## src/rtl/sweep_pkg.sv

```systemverilog
// rtl/sweep_pkg.sv - sweeper state enum, N_IN limits and hold-counter width helper
package sweep_pkg;

  typedef enum logic [1:0] {
    IDLE = 2'd0,
    RUN  = 2'd1,
    DONE = 2'd2
  } state_t;

  localparam int N_IN_MIN = 1;
  localparam int N_IN_MAX = 16;

  // Width of a counter that runs 0..hold-1, never narrower than one bit.
  function automatic int hold_cnt_w(input int hold);
    return (hold <= 2) ? 1 : $clog2(hold);
  endfunction

endpackage

```

## src/rtl/sweep_bin2gray.sv

```systemverilog
// rtl/sweep_bin2gray.sv - combinational binary index to Gray-code vector map
module sweep_bin2gray #(
  parameter int W = 4
) (
  input  logic [W-1:0] bin,
  output logic [W-1:0] gray
);

  assign gray = bin ^ (bin >> 1);

endmodule

```

## src/rtl/truth_table_sweeper.sv

```systemverilog
// rtl/truth_table_sweeper.sv - exhaustive truth-table sweeper with error count and first-failure capture
// SWEEP_GRAY_EN: when defined, vectors are applied in Gray order instead of binary order.
module truth_table_sweeper
  import sweep_pkg::*;
#(
  parameter int N_IN  = 4,
  parameter int N_OUT = 1,
  parameter int HOLD  = 1
) (
  input  logic             clk,
  input  logic             rst,
  input  logic             start,
  output logic [N_IN-1:0]  vec_out,
  input  logic [N_OUT-1:0] dut_o,
  input  logic [N_OUT-1:0] exp_o,
  output logic             busy,
  output logic             done,
  output logic [N_IN:0]    err_cnt,
  output logic             first_err_valid,
  output logic [N_IN-1:0]  first_err_vec
);

  localparam int            HW        = hold_cnt_w(HOLD);
  localparam logic [HW-1:0] HOLD_LAST = HW'(HOLD - 1);
  localparam logic [N_IN:0] IDX_LAST  = {1'b0, {N_IN{1'b1}}};

  generate
    if (N_IN < N_IN_MIN || N_IN > N_IN_MAX || HOLD < 1) begin : g_bad_cfg
      $error("truth_table_sweeper: unsupported N_IN or HOLD");
    end
  endgenerate

  state_t          state;
  state_t          state_n;
  logic [N_IN:0]   idx;
  logic [N_IN:0]   idx_n;
  logic [HW-1:0]   hold_cnt;
  logic [HW-1:0]   hold_n;
  logic [N_IN:0]   err_n;
  logic            fev_n;
  logic [N_IN-1:0] fvec_n;
  logic [N_IN-1:0] vec_map;
  logic            mismatch;

`ifdef SWEEP_GRAY_EN
  sweep_bin2gray #(.W(N_IN)) u_bin2gray (
    .bin  (idx[N_IN-1:0]),
    .gray (vec_map)
  );
`else
  assign vec_map = idx[N_IN-1:0];
`endif

  assign mismatch = (dut_o != exp_o);
  assign vec_out  = vec_map;
  assign busy     = (state == RUN);
  assign done     = (state == DONE);

  always_ff @(posedge clk or posedge rst) begin
    if (rst) begin
      state           <= IDLE;
      idx             <= '0;
      hold_cnt        <= '0;
      err_cnt         <= '0;
      first_err_valid <= 1'b0;
      first_err_vec   <= '0;
    end else begin
      state           <= state_n;
      idx             <= idx_n;
      hold_cnt        <= hold_n;
      err_cnt         <= err_n;
      first_err_valid <= fev_n;
      first_err_vec   <= fvec_n;
    end
  end

  always_comb begin
    state_n = state;
    idx_n   = idx;
    hold_n  = hold_cnt;
    err_n   = err_cnt;
    fev_n   = first_err_valid;
    fvec_n  = first_err_vec;
    case (state)
      IDLE, DONE: begin
        if (start) begin
          state_n = RUN;
          idx_n   = '0;
          hold_n  = '0;
          err_n   = '0;
          fev_n   = 1'b0;
          fvec_n  = '0;
        end
      end
      RUN: begin
        // Compare only in the last hold cycle so the DUT gets HOLD-1 cycles to settle.
        if (hold_cnt == HOLD_LAST) begin
          if (mismatch) begin
            err_n = err_cnt + 1'b1;
            if (!first_err_valid) begin
              fev_n  = 1'b1;
              fvec_n = vec_map;
            end
          end
          if (idx == IDX_LAST) begin
            state_n = DONE;
          end else begin
            idx_n  = idx + 1'b1;
            hold_n = '0;
          end
        end else begin
          hold_n = hold_cnt + 1'b1;
        end
      end
      default: state_n = IDLE;
    endcase
  end

endmodule

```

## config.mk

```make
export PLATFORM = sky130hd
export DESIGN_NAME = truth_table_sweeper
export DESIGN_NICKNAME = d
export VERILOG_FILES = /design/src/rtl/sweep_pkg.sv /design/src/rtl/sweep_bin2gray.sv /design/src/rtl/truth_table_sweeper.sv
export SDC_FILE = /design/constraint.sdc
export NUM_CORES = 1
export LEC_CHECK = 0
export ABC_AREA = 1
export BUFFER_PORTS_ARGS = -buffer_cell sky130_fd_sc_hd__clkbuf_2
export CAP_MARGIN = 20
export CORE_MARGIN = 3
export CORE_UTILIZATION = 47
export DETAILED_ROUTE_END_ITERATION = 16
export GPL_TIMING_DRIVEN = 0
export PLACE_DENSITY = 0.76
export SLEW_MARGIN = 10
export SYNTH_ARGS = -nofsm -noshare
export SYNTH_HDL_FRONTEND = slang
export SYNTH_SLANG_ARGS = --single-unit
```

## constraint.sdc

```tcl
create_clock -name clk -period 1.35 [get_ports clk]
set_input_delay 0.0675 -clock clk [delete_from_list [all_inputs] [get_ports clk]]
set_output_delay 0.0675 -clock clk [all_outputs]
set_load 0.02 [all_outputs]
```

### Yosys cells after proc, flatten, opt, wreduce, memory -nomap -nowiden

Index checks and enable logic that the tools add are counted.

* eq/ne operators: 10
* reduce and logical (&&, ||, !) cells: 8
* add/sub/neg operators: 3
* muxes and demuxes: 22

Operators with widths (count)
* $mux 5: 5
* $pmux 5 s2: 2
* $mux 4: 4
* $add 5x1->5 const B: 2
* $ne 2x2->1 const B: 4
* $pmux 4 s2: 1
* $reduce_and 4->1: 2
* $mux 2: 3
* $eq 5x4->1 const B: 1
* $reduce_and 5->1: 1
* $mux 1: 4
* $ne 2x1->1 const B: 2
* $pmux 1 s2: 2
* $pmux 2 s2: 1
* $reduce_and 3->1: 1
* $eq 2x1->1 const B: 1
* $eq 2x2->1 const B: 1
* $logic_not 2->1: 1
* $reduce_and 2->1: 1
* $reduce_bool 2->1: 1
* $reduce_or 2->1: 1
* $add 1x1->1 const B: 1
* $ne 1x1->1: 1

* register bits after elaboration: 18
* word-level logic and storage cells: 49
* input bits: 5
* output and inout port bits: 16

### Depth between registers and ports, before layout

* depth after elaboration: 4
* depth in mapped cells: 10
* mapped depth without buffers: 10

### Worst setup path after synthesis

OpenSTA, ideal clock, no wires.

* path kind: reg2reg
* start point: register idx[0]
* end point: register idx[0]
* path buffers: 0
* setup slack: -72 ps
* arrival time: 1297 ps
* cell stages (with the launch flop): 11
* data required time: 1224 ps
* library setup time: 126 ps
* period minus slack after synthesis: 1422 ps
* cells stage by stage: dfrtp_1 ha_1 nand2_1 nor2_1 ha_1 inv_1 nand2_1 nand2_2 inv_2 nand2_1 o21ai_1

* cells in the longest elaborated chain, start to end: 4
* elaborated cells between the ends (all ways): 7
* classes of those cells: add/sub: 1; eq/ne: 2; mux: 3; reduce/logical: 1

Ends and longest elaborated chain
* start, declared: line truth_table_sweeper.sv:35 `logic [N_IN:0] idx;`
* start signal, assigned: line truth_table_sweeper.sv:69 `idx <= idx_n;`
* $add 5x1->5: line truth_table_sweeper.sv:108 `idx_n = idx + 1'b1;`
* $mux 5: line truth_table_sweeper.sv:105 `if (idx == IDX_LAST) begin`
* $mux 5: line truth_table_sweeper.sv:97 `if (hold_cnt == HOLD_LAST) begin`
* $pmux 5 s2: line truth_table_sweeper.sv:84 `case (state)`

Parallel ways exist; a longest one is shown, timed or not. The select of a mux whose other input is x is not followed.
A chain may end at the register's enable or synchronous reset.

### Final worst setup path

* start point: register idx[0]
* end point: register idx[4]

Same word-level chain as after synthesis.

==> impl_metrics.env <==
export IMPL_fp_dieW_um=50.9
export IMPL_syn_area_um2=948
export IMPL_grt_use_total=0.173
export IMPL_nFillCells=143
export IMPL_cts_sinks=17
export IMPL_period_share=1.03
export IMPL_ir_worst_vdd_mv=1.33
export IMPL_drt_total_wl_um=2080
export IMPL_grt_pass1_wl_um=3420
export IMPL_antenna_found_initial=0
export IMPL_dp_hpwl_um=1290
export IMPL_fin_crit_ns=1.38
export IMPL_wire_per_inst_um=12.0
export IMPL_holdCritPathClass="primary input to register"
export IMPL_initial_core_util=0.521
export IMPL_grt_setup_unrepaired="yes"
export IMPL_cts_made_buffers=3
export IMPL_skew_ns=0.00288
export IMPL_grt_remaining_overflow=0
export IMPL_drv_slew=0
export IMPL_synth_area_leaders="dfrtp_1, nand2_1, nand3_1"
export IMPL_max_slew_margin=0.559
export IMPL_power_total_mw=3.20
export IMPL_ys_top_cells_by_count="nand2_1, dfrtp_1, nand3_1"
export IMPL_violations="negative setup slack"
export IMPL_cp_arrival_ns=1.61
export IMPL_status="finished with violations"
export IMPL_setup_ws_ns=-0.0338
export IMPL_worst_setup_path_start_kind="register"
export IMPL_die_h_um=50.9
export IMPL_yosysWarnings=0
export IMPL_critPathMaxFanout=2
export IMPL_synthCells=111
export IMPL_ys_types=21
export IMPL_num_vias=858
export IMPL_io_pins=21
export IMPL_drive_gt1_frac=0.412
export IMPL_max_freq_mhz=723
export IMPL_synthArstFlopShare=1.00
export IMPL_drt_first_pass_iters=4
export IMPL_cts_tree="yes"
export IMPL_first_global_vias=814
export IMPL_place_area_um2=1090
export IMPL_worst_slew_pin_transition_ns=0.661
export IMPL_p_leak_nw=0.682
export IMPL_area_delta_synth_final_pct=35.5
export IMPL_clk_pin_slew_ns=0.10
export IMPL_power_density_nw_per_um2=2490
export IMPL_pre_cts_ws_ns=-0.220
export IMPL_clk_latency_ns=0.30
export IMPL_clockBufferDepth=2
export IMPL_cp_end_kind="register"
export IMPL_remaining_drc_errors=0
export IMPL_synth_enable_flop_cells=0
export IMPL_fin_nets=157
export IMPL_register_area_um2=427
export IMPL_whs_ns=0.242
export IMPL_place_congestion=0.817
export IMPL_portBuffers=20
export IMPL_antenna_left=0
export IMPL_drtIter0Drc=25
export IMPL_ys_seq_elements=17
export IMPL_ys_flop_type="dfrtp_1"
export IMPL_row_count=15
export IMPL_cts_root_buf="clkbuf_4"
export IMPL_antenna_cells=0
export IMPL_multi_input_area_um2=477
export IMPL_yosys_area_top_type="dfrtp_1"
export IMPL_hold_violations=0
export IMPL_coreArea_um2=1820
export IMPL_finalSetupViolations=6
export IMPL_netlist_area_leader_share=0.449
export IMPL_htree_levels=1
export IMPL_path_class="register to register"
export IMPL_finalSetupTns_ns=-0.132
export IMPL_synth_fp_nets=119
export IMPL_die_area_um2=2590
export IMPL_final_cell_area_um2=1280
export IMPL_viasPerCell=4.96
export IMPL_synth_area_per_cell_um2=8.54
export IMPL_drv_cap=0
export IMPL_worstPathRequired_ns=1.58
export IMPL_grt_max_degree=18
export IMPL_yosysMostFrequentCell="nand2_1"
export IMPL_ys_seq_area_frac=0.449
-- report_power, final --
group / leakage [nW] / switching [mW] / internal [mW] / total [mW]
Clock: 0.0177 / 0.174 / 0.111 / 0.285
Combinational: 0.452 / 1.12 / 0.886 / 2.00
Sequential: 0.212 / 0.191 / 0.719 / 0.910
-- timing repair --
item	CTS	global route
resized for setup	8	8
pin swaps	3	3
hold buffers	2	0
endpoints found under the setup margin	6	7
hold endpoints to repair	18	0
buffers inserted	5	6
-- metal layers --
metal  track usage  part of all wire  up-vias
li1              -                 -      433
met1         0.214              0.46      400
met2         0.294              0.49       19
met3        0.0350             0.030        6
met4        0.0673             0.023        0
met5             0                 0        -
-- logic make-up (layout without fill, tap and decap cells) --
group | after synthesis | count (layout) | share of synthesized area
simple gates | 62 | 62 | 0.339
buf+inv | 19 | 56 | 0.108
fa+ha+maj | 3 | 3 | 0.0396
flops | 17 | 17 | 0.449
xor+xnor | 2 | 2 | 0.0185
compound gates | 8 | 8 | 0.0462
-- flip-flops by register name, indices dropped and copies added (netlist names) --
name and count:
first_err_valid 1, first_err_vec 4, err_cnt 5, state 2, idx 5
-- layout by cell type (no fill, tap or decap), drive strengths merged --
master / synthesis / layout
xnor2: 1 / 1
nand4: 5 / 5
dlygate4sd3: 0 / 2
ha: 3 / 3
clkbuf: 0 / 22
clkinv: 0 / 1
nand2: 32 / 32
buf: 5 / 17
nor2: 10 / 10
xor2: 1 / 1
o22ai: 1 / 1
inv: 14 / 14
nand3: 15 / 15
o31ai: 1 / 1
o21ai: 6 / 6
dfrtp: 17 / 17
-- layout make-up --
type | count | area share
flip-flops and latches | 17 | 0.332
multi-input cells | 75 | 0.371
repair buffers | 33 | 0.169
plain buffers | 5 | 0.0389
inverters | 14 | 0.0428
clock inverters | 1 | 0.00389
clock buffers | 3 | 0.0175
well taps | 25 | 0.0243
-- path summary, 6_finish.rpt --
kind	slack (ns)	start	end	depth (start not counted)
max reg2reg	-0.03	idx[0]	idx[4]	8
max in group asynchronous	0.51	rst	idx[0]	3
min reg2reg	0.49	first_err_vec[3]	first_err_vec[3]	2
max	-0.03	idx[0]	idx[4]	8
min	0.24	exp_o	first_err_vec[0]	5
min in group asynchronous	0.38	rst	state[1]	3
-- through the flow --
stage	instances	util
final	173	0.706
after global routing	173	0.706
after CTS	167	0.658
after floorplan	111	-
after global placement	156	0.599
after detailed placement	156	0.599
-- critical path, cell delays in order, from the launching register on --
cell     delay [ns]
dfrtp_2        0.44
ha_4           0.17
nand2_2        0.07
nor2_2         0.04
ha_2           0.18
inv_2          0.06
nand2_4        0.07
buf_4          0.14
o22ai_1        0.14
Power figures use the tool's default switching activity.
